[config.mk]
export PLATFORM = sky130hd
export DESIGN_NAME = pll_loop_sequencer
export DESIGN_NICKNAME = d
export VERILOG_FILES = /design/src/rtl/pll_pkg.sv /design/src/rtl/pll_edge_sync.sv /design/src/rtl/pll_loop_sequencer.sv
export SDC_FILE = /design/constraint.sdc
export NUM_CORES = 1
export LEC_CHECK = 0
export CAP_MARGIN = 25
export CORE_MARGIN = 3
export CORE_UTILIZATION = 49
export DETAILED_ROUTE_END_ITERATION = 7
export PLACE_DENSITY_LB_ADDON = 0.12
export SLEW_MARGIN = 20
export SYNTH_ARGS = -nofsm -noshare
export SYNTH_HDL_FRONTEND = slang
export SYNTH_SLANG_ARGS = --single-unit
[constraint.sdc]
create_clock -name REF_Clk -period 2.5 [get_ports REF_Clk]
set_input_delay 0.5 -clock REF_Clk [delete_from_list [all_inputs] [get_ports REF_Clk]]
set_output_delay 0.5 -clock REF_Clk [all_outputs]
set_load 0.005 [all_outputs]
[src/rtl/pll_pkg.sv]
// Shared types and frame-position constants for the PLL loop sequencer.
package pll_pkg;

  typedef enum logic [1:0] {
    ST_IDLE,
    ST_MEASURE,
    ST_EVAL,
    ST_HOLD
  } pll_state_e;

  localparam logic [4:0] FRAME_LAST = 5'd31;
  localparam logic [4:0] EVAL_POS   = 5'd28;
  localparam logic [4:0] UPDATE_POS = 5'd30;

endpackage

[src/rtl/pll_edge_sync.sv]
// Two-flop synchronizer for the feedback clock plus a one-cycle rising-edge pulse.
module pll_edge_sync (
  input  logic clk_i,
  input  logic rst_ni,
  input  logic d_i,
  output logic rise_o
);

  logic [2:0] sync_q;

  always_ff @(posedge clk_i or negedge rst_ni) begin
    if (!rst_ni) begin
      sync_q <= '0;
    end else begin
      sync_q <= {sync_q[1:0], d_i};
    end
  end

  assign rise_o = sync_q[1] & ~sync_q[2];

endmodule

[src/rtl/pll_loop_sequencer.sv]
// Frame sequencer: 32-cycle frames, feedback edge measurement, Slow/Fast request
// and consecutive-frame lock tracking.
module pll_loop_sequencer
  import pll_pkg::*;
#(
  parameter int COUNT_W     = 8,
  parameter int MEAS_LEN    = 28,
  parameter int DEADBAND    = 0,
  parameter int LOCK_FRAMES = 4
) (
  input  logic               REF_Clk,
  input  logic               Reset,
  input  logic               Enable,
  input  logic               Fb_In,
  input  logic [COUNT_W-1:0] Target_Count,
  output logic [7:0]         Time_Frame,
  output logic               Slow,
  output logic               Fast,
  output logic               Locked,
  output logic               Frame_Done,
  output logic [COUNT_W-1:0] Edge_Count
);

  localparam logic [4:0]                MEAS_LAST = 5'(MEAS_LEN - 1);
  localparam logic [COUNT_W-1:0]        CNT_MAX   = '1;
  localparam logic signed [COUNT_W:0]   DB        = (COUNT_W+1)'(DEADBAND);
  localparam logic [3:0]                LOCK_TGT  = 4'(LOCK_FRAMES);

  pll_state_e state_q, state_d;
  logic [4:0]         tf_q, tf_d;
  logic [COUNT_W-1:0] cnt_q, cnt_d;
  logic [COUNT_W-1:0] tgt_q, tgt_d;
  logic [COUNT_W-1:0] edge_q, edge_d;
  logic               slow_q, slow_d;
  logic               fast_q, fast_d;
  logic               locked_q, locked_d;
  logic [3:0]         lock_cnt_q, lock_cnt_d;

  logic                   fb_rise;
  logic                   frame_end;
  logic                   start_frame;
  logic                   eval_now;
  logic                   in_band;
  logic signed [COUNT_W:0] diff;

  pll_edge_sync u_edge_sync (
    .clk_i  (REF_Clk),
    .rst_ni (Reset),
    .d_i    (Fb_In),
    .rise_o (fb_rise)
  );

  assign frame_end   = (state_q == ST_HOLD) && (tf_q == FRAME_LAST);
  assign start_frame = Enable && ((state_q == ST_IDLE) || frame_end);
  assign eval_now    = (state_q == ST_EVAL) && (tf_q == EVAL_POS);
  assign diff        = $signed({1'b0, cnt_q}) - $signed({1'b0, tgt_q});
  assign in_band     = (diff >= -DB) && (diff <= DB);

  always_ff @(posedge REF_Clk or negedge Reset) begin
    if (!Reset) begin
      state_q <= ST_IDLE;
    end else begin
      state_q <= state_d;
    end
  end

  always_comb begin
    state_d = state_q;
    if (!Enable) begin
      state_d = ST_IDLE;
    end else begin
      case (state_q)
        ST_IDLE:    state_d = ST_MEASURE;
        ST_MEASURE: if (tf_q == MEAS_LAST) state_d = ST_EVAL;
        ST_EVAL:    if (tf_q == EVAL_POS) state_d = ST_HOLD;
        ST_HOLD:    if (tf_q == FRAME_LAST) state_d = ST_MEASURE;
        default:    state_d = ST_IDLE;
      endcase
    end
  end

  always_comb begin
    Frame_Done = frame_end;
  end

  // Datapath next-state; Enable low discards the frame but keeps Edge_Count.
  always_comb begin
    tf_d       = tf_q;
    cnt_d      = cnt_q;
    tgt_d      = tgt_q;
    edge_d     = edge_q;
    slow_d     = slow_q;
    fast_d     = fast_q;
    locked_d   = locked_q;
    lock_cnt_d = lock_cnt_q;
    if (!Enable) begin
      tf_d       = '0;
      slow_d     = 1'b0;
      fast_d     = 1'b0;
      locked_d   = 1'b0;
      lock_cnt_d = '0;
    end else begin
      tf_d = (state_q == ST_IDLE) ? 5'd0 : tf_q + 5'd1;
      if (start_frame) begin
        cnt_d  = '0;
        tgt_d  = Target_Count;
        slow_d = 1'b0;
        fast_d = 1'b0;
      end
      if ((state_q == ST_MEASURE) && fb_rise && (cnt_q != CNT_MAX)) begin
        cnt_d = cnt_q + 1'b1;
      end
      if (eval_now) begin
        edge_d = cnt_q;
        slow_d = (diff < -DB);
        fast_d = (diff > DB);
        if (in_band) begin
          lock_cnt_d = (lock_cnt_q == LOCK_TGT) ? lock_cnt_q : lock_cnt_q + 4'd1;
          locked_d   = (lock_cnt_d == LOCK_TGT);
        end else begin
          lock_cnt_d = '0;
          locked_d   = 1'b0;
        end
      end
    end
  end

  always_ff @(posedge REF_Clk or negedge Reset) begin
    if (!Reset) begin
      tf_q       <= '0;
      cnt_q      <= '0;
      tgt_q      <= '0;
      edge_q     <= '0;
      slow_q     <= 1'b0;
      fast_q     <= 1'b0;
      locked_q   <= 1'b0;
      lock_cnt_q <= '0;
    end else begin
      tf_q       <= tf_d;
      cnt_q      <= cnt_d;
      tgt_q      <= tgt_d;
      edge_q     <= edge_d;
      slow_q     <= slow_d;
      fast_q     <= fast_d;
      locked_q   <= locked_d;
      lock_cnt_q <= lock_cnt_d;
    end
  end

  assign Time_Frame = {3'b000, tf_q};
  assign Slow       = slow_q;
  assign Fast       = fast_q;
  assign Locked     = locked_q;
  assign Edge_Count = edge_q;

endmodule
==> impl_metrics.env <==
export IMPL_drive_above_1_share=0.1407
export IMPL_required_ns=2.00
export IMPL_startpoint="tf_q[0]"
export IMPL_yosysSeqAreaShare=0.4423
export IMPL_antenna_cells=0
export IMPL_p_leak_nw=1.317
export IMPL_status="finished clean"
export IMPL_grtUsageTotal=0.1783
export IMPL_vias_per_cell=5.568
export IMPL_dr_total_vias=1754
export IMPL_critPathKind="reg -> out"
export IMPL_cp_max_fo=5
export IMPL_hold_path_class="in -> async"
export IMPL_drv_cap=0
export IMPL_power_switching_mw=0.7062
export IMPL_clock_latency_ns=0.30
export IMPL_clkPwrFrac=0.252
export IMPL_post_cts_buffers=0
export IMPL_wirelength_microns=4483
export IMPL_ys_flop_type="dfrtp_1"
export IMPL_placed_area_sq_um=2683
export IMPL_start_kind="register"
export IMPL_syn_inst=224
export IMPL_cts_tree="yes"
export IMPL_grt_pass1_wl_microns=7534
export IMPL_syn_area_sq_um=2320
export IMPL_synthToLayoutAreaGrowth_pct=20.98
export IMPL_io_pins=32
export IMPL_ys_warn_count=0
export IMPL_nNetsFinal=293
export IMPL_p_seq_frac=0.395
export IMPL_sw_frac_of_total=0.3334
export IMPL_powerDensity_nw_per_um2=754.8
export IMPL_drtAntennaViolNets=0
export IMPL_power_frac_comb=0.353
export IMPL_cts_clk_slew_worst_paths_ns=0.08
export IMPL_start_util=0.5185
export IMPL_rsz0062_at_grt="false"
export IMPL_drt_iter0_markers=56
export IMPL_fillers=373
export IMPL_clock_fmax_ghz=0.4140
export IMPL_placed_cells=307
export IMPL_yosysUniqueCellTypes=47
export IMPL_r2r_start="cnt_q[2]"
export IMPL_antenna_found_initial=0
export IMPL_crit_path_end_kind="primary output"
export IMPL_synth_seq_cells=41
export IMPL_p_int_mw=1.412
export IMPL_grt_max_degree=42
export IMPL_final_max_slew_viol_count=0
export IMPL_r2r_slack_ns=0.15
export IMPL_drt_first_pass_iters=4
export IMPL_min_period_ns=2.416
export IMPL_worstPathArrival_ns=1.92
export IMPL_max_slew_margin=0.3936
export IMPL_die_w_microns=74.81
export IMPL_post_route_util=0.6272
export IMPL_setup_viol=0
export IMPL_drc=0
export IMPL_post_route_period_util=0.9662
export IMPL_skew_ns=0.01556
export IMPL_yosys_area_top_type_share=0.4423
export IMPL_reg2reg_depth=7
export IMPL_die_h_microns=74.81
export IMPL_dieArea_sq_um=5596
export IMPL_fin_area_sq_um=2806
export IMPL_routabilityCongestion=0.8808
export IMPL_setup_ws_ns=0.08447
export IMPL_ir_worst_vdd_mv=0.5076
export IMPL_slowest_stage="dfrtp_1"
export IMPL_hpwl_microns=3385
export IMPL_crit_chain="ha_4, and3_1, ha_1, and2_1, clkdlybuf4s50_1"
export IMPL_fin_setup_tns_ns=0
export IMPL_hold_viol=0
export IMPL_dpl_worst_slack_ns=0.1890
export IMPL_hold_slack_ns=0.3251
export IMPL_cts_root_buffer="clkbuf_8"
export IMPL_slowest_delay_ns=0.46
export IMPL_cts_hold_buf=0
export IMPL_io_buffer_count=28
export IMPL_routedWlPerCell_microns=14.23
export IMPL_rows=24
export IMPL_async_flop_share=1.000
export IMPL_finalPower_mw=2.118
export IMPL_final_cells=315
export IMPL_grt_pass1_vias=1661
export IMPL_avgSynthCellArea_sq_um=10.36
export IMPL_yosysTopAreaCell="dfrtp_1"
export IMPL_worst_slew_pin_slew_ns=0.9097
export IMPL_cts_max_level=2
export IMPL_synth_edf_count=0
export IMPL_clock_path_buffers=2
export IMPL_crit_reg2reg_capture="lock_cnt_q[3]"
export IMPL_yosys_top_cells_area="dfrtp_1, ha_1, mux2_2, inv_1, nor2_1"
export IMPL_coreArea_sq_um=4474
export IMPL_cts_sinks=41
export IMPL_cts_buffers=5
export IMPL_overflow=0
-- Yosys cell counts, drive strengths merged, types with 2 or more instances --
cell type / n
dfrtp: 41
inv: 21
ha: 19
nor2: 18
mux2: 16
nand2: 13
nand3: 11
a21oi: 9
o21ai: 7
nor2b: 5
xnor2: 5
xor2: 5
a21o: 4
a32o: 4
nand2b: 4
and3: 3
buf: 3
nor3: 3
a2111oi: 2
a211oi: 2
clkbuf: 2
nand4: 2
o2111ai: 2
o211a: 2
o21a: 2
o22ai: 2
-- worst max-delay path by stage --
| stage | to | depth (start not counted) |
|---|---|---|
| after floorplan | tgt_q[0] | 7 |
| after global placement | lock_cnt_q[3] | 7 |
| after detailed placement | lock_cnt_q[3] | 7 |
| after CTS | Frame_Done | 5 |
| after global routing | Frame_Done | 5 |
| final | Frame_Done | 5 |
-- critical path, delay by kind of cell, from the launching register on --
| kind | cells | cell delay [ns] |
|---|---|---|
| flops | 1 | 0.46 |
| buf+inv | 1 | 0.44 |
| fa+ha+maj | 2 | 0.38 |
| simple gates | 2 | 0.33 |
-- what timing repair did --
item | CTS | global route
endpoints found under the hold margin | 0 | 0
endpoints found under the setup margin | 0 | 1
gates resized for setup | 0 | 2
-- cell usage in the layout, fill, tap and decap left out, types with 2 or more instances in the layout --
cell              n
dfrtp_1          41
clkdlybuf4s50_1  27
inv_1            21
ha_1             18
nor2_1           17
mux2_2           16
nand2_1          13
nand3_1          11
a21oi_1           9
o21ai_0           6
buf_4             6
xor2_1            5
xnor2_1           5
clkbuf_8          5
nand2b_1          4
nor2b_1           4
a32o_1            4
and3_1            3
a21o_1            3
nor3_1            3
conb_1            3
o211a_1           2
o21a_1            2
o2111ai_1         2
nand4_1           2
a211oi_1          2
o22ai_1           2
a2111oi_2         2
-- flip-flops by register name, indices dropped and copies added, names as in the netlist --
register            flops
u_edge_sync.sync_q      3
cnt_q                   8
tgt_q                   8
lock_cnt_q              4
Locked                  1
Slow                    1
state_q                 2
Edge_Count              8
tf_q                    5
Fast                    1
-- power groups by stage --
stage	registers [mW]	clock network [mW]	logic [mW]
final	0.836	0.535	0.747
after global routing	0.851	0.583	0.848
after CTS	0.832	0.558	0.752
after floorplan	0.824	0	0.561
after detailed placement	0.846	0	0.747
after global placement	0.839	0	0.735
-- layout make-up --
type / count / area (sq um) / area share
Multi-Input combinational cell: 159 / 1205 / 0.4293
Tap cell: 52 / 65.06 / 0.02318
Clock inverter: 2 / 38.79 / 0.01382
Timing Repair Buffer: 34 / 320.3 / 0.1141
Clock buffer: 6 / 72.57 / 0.02586
Inverter: 21 / 78.83 / 0.02809
Sequential cell: 41 / 1026 / 0.3656
-- per-layer routing --
layer	track usage	share of wire
met3	0.04673	0.045
met2	0.2810	0.45
met4	0.07510	0.020
met1	0.2331	0.49
met5	0	0
-- cells by family (layout without fill, tap and decap cells) --
logic type                 after synthesis  in the layout  share of synthesized area
AOI/OAI and AO/OA                       45             45                     0.1456
xor gates and xnor gates                10             10                    0.03775
adders and majority gates               19             19                     0.1025
buffers and inverters                   26             63                    0.04693
DFF                                     41             41                     0.4423
muxes                                   16             16                    0.07767
other                                    1              3                   0.001617
and+or+nand+nor                         66             66                     0.1456
Power figures use the tool's default switching activity.
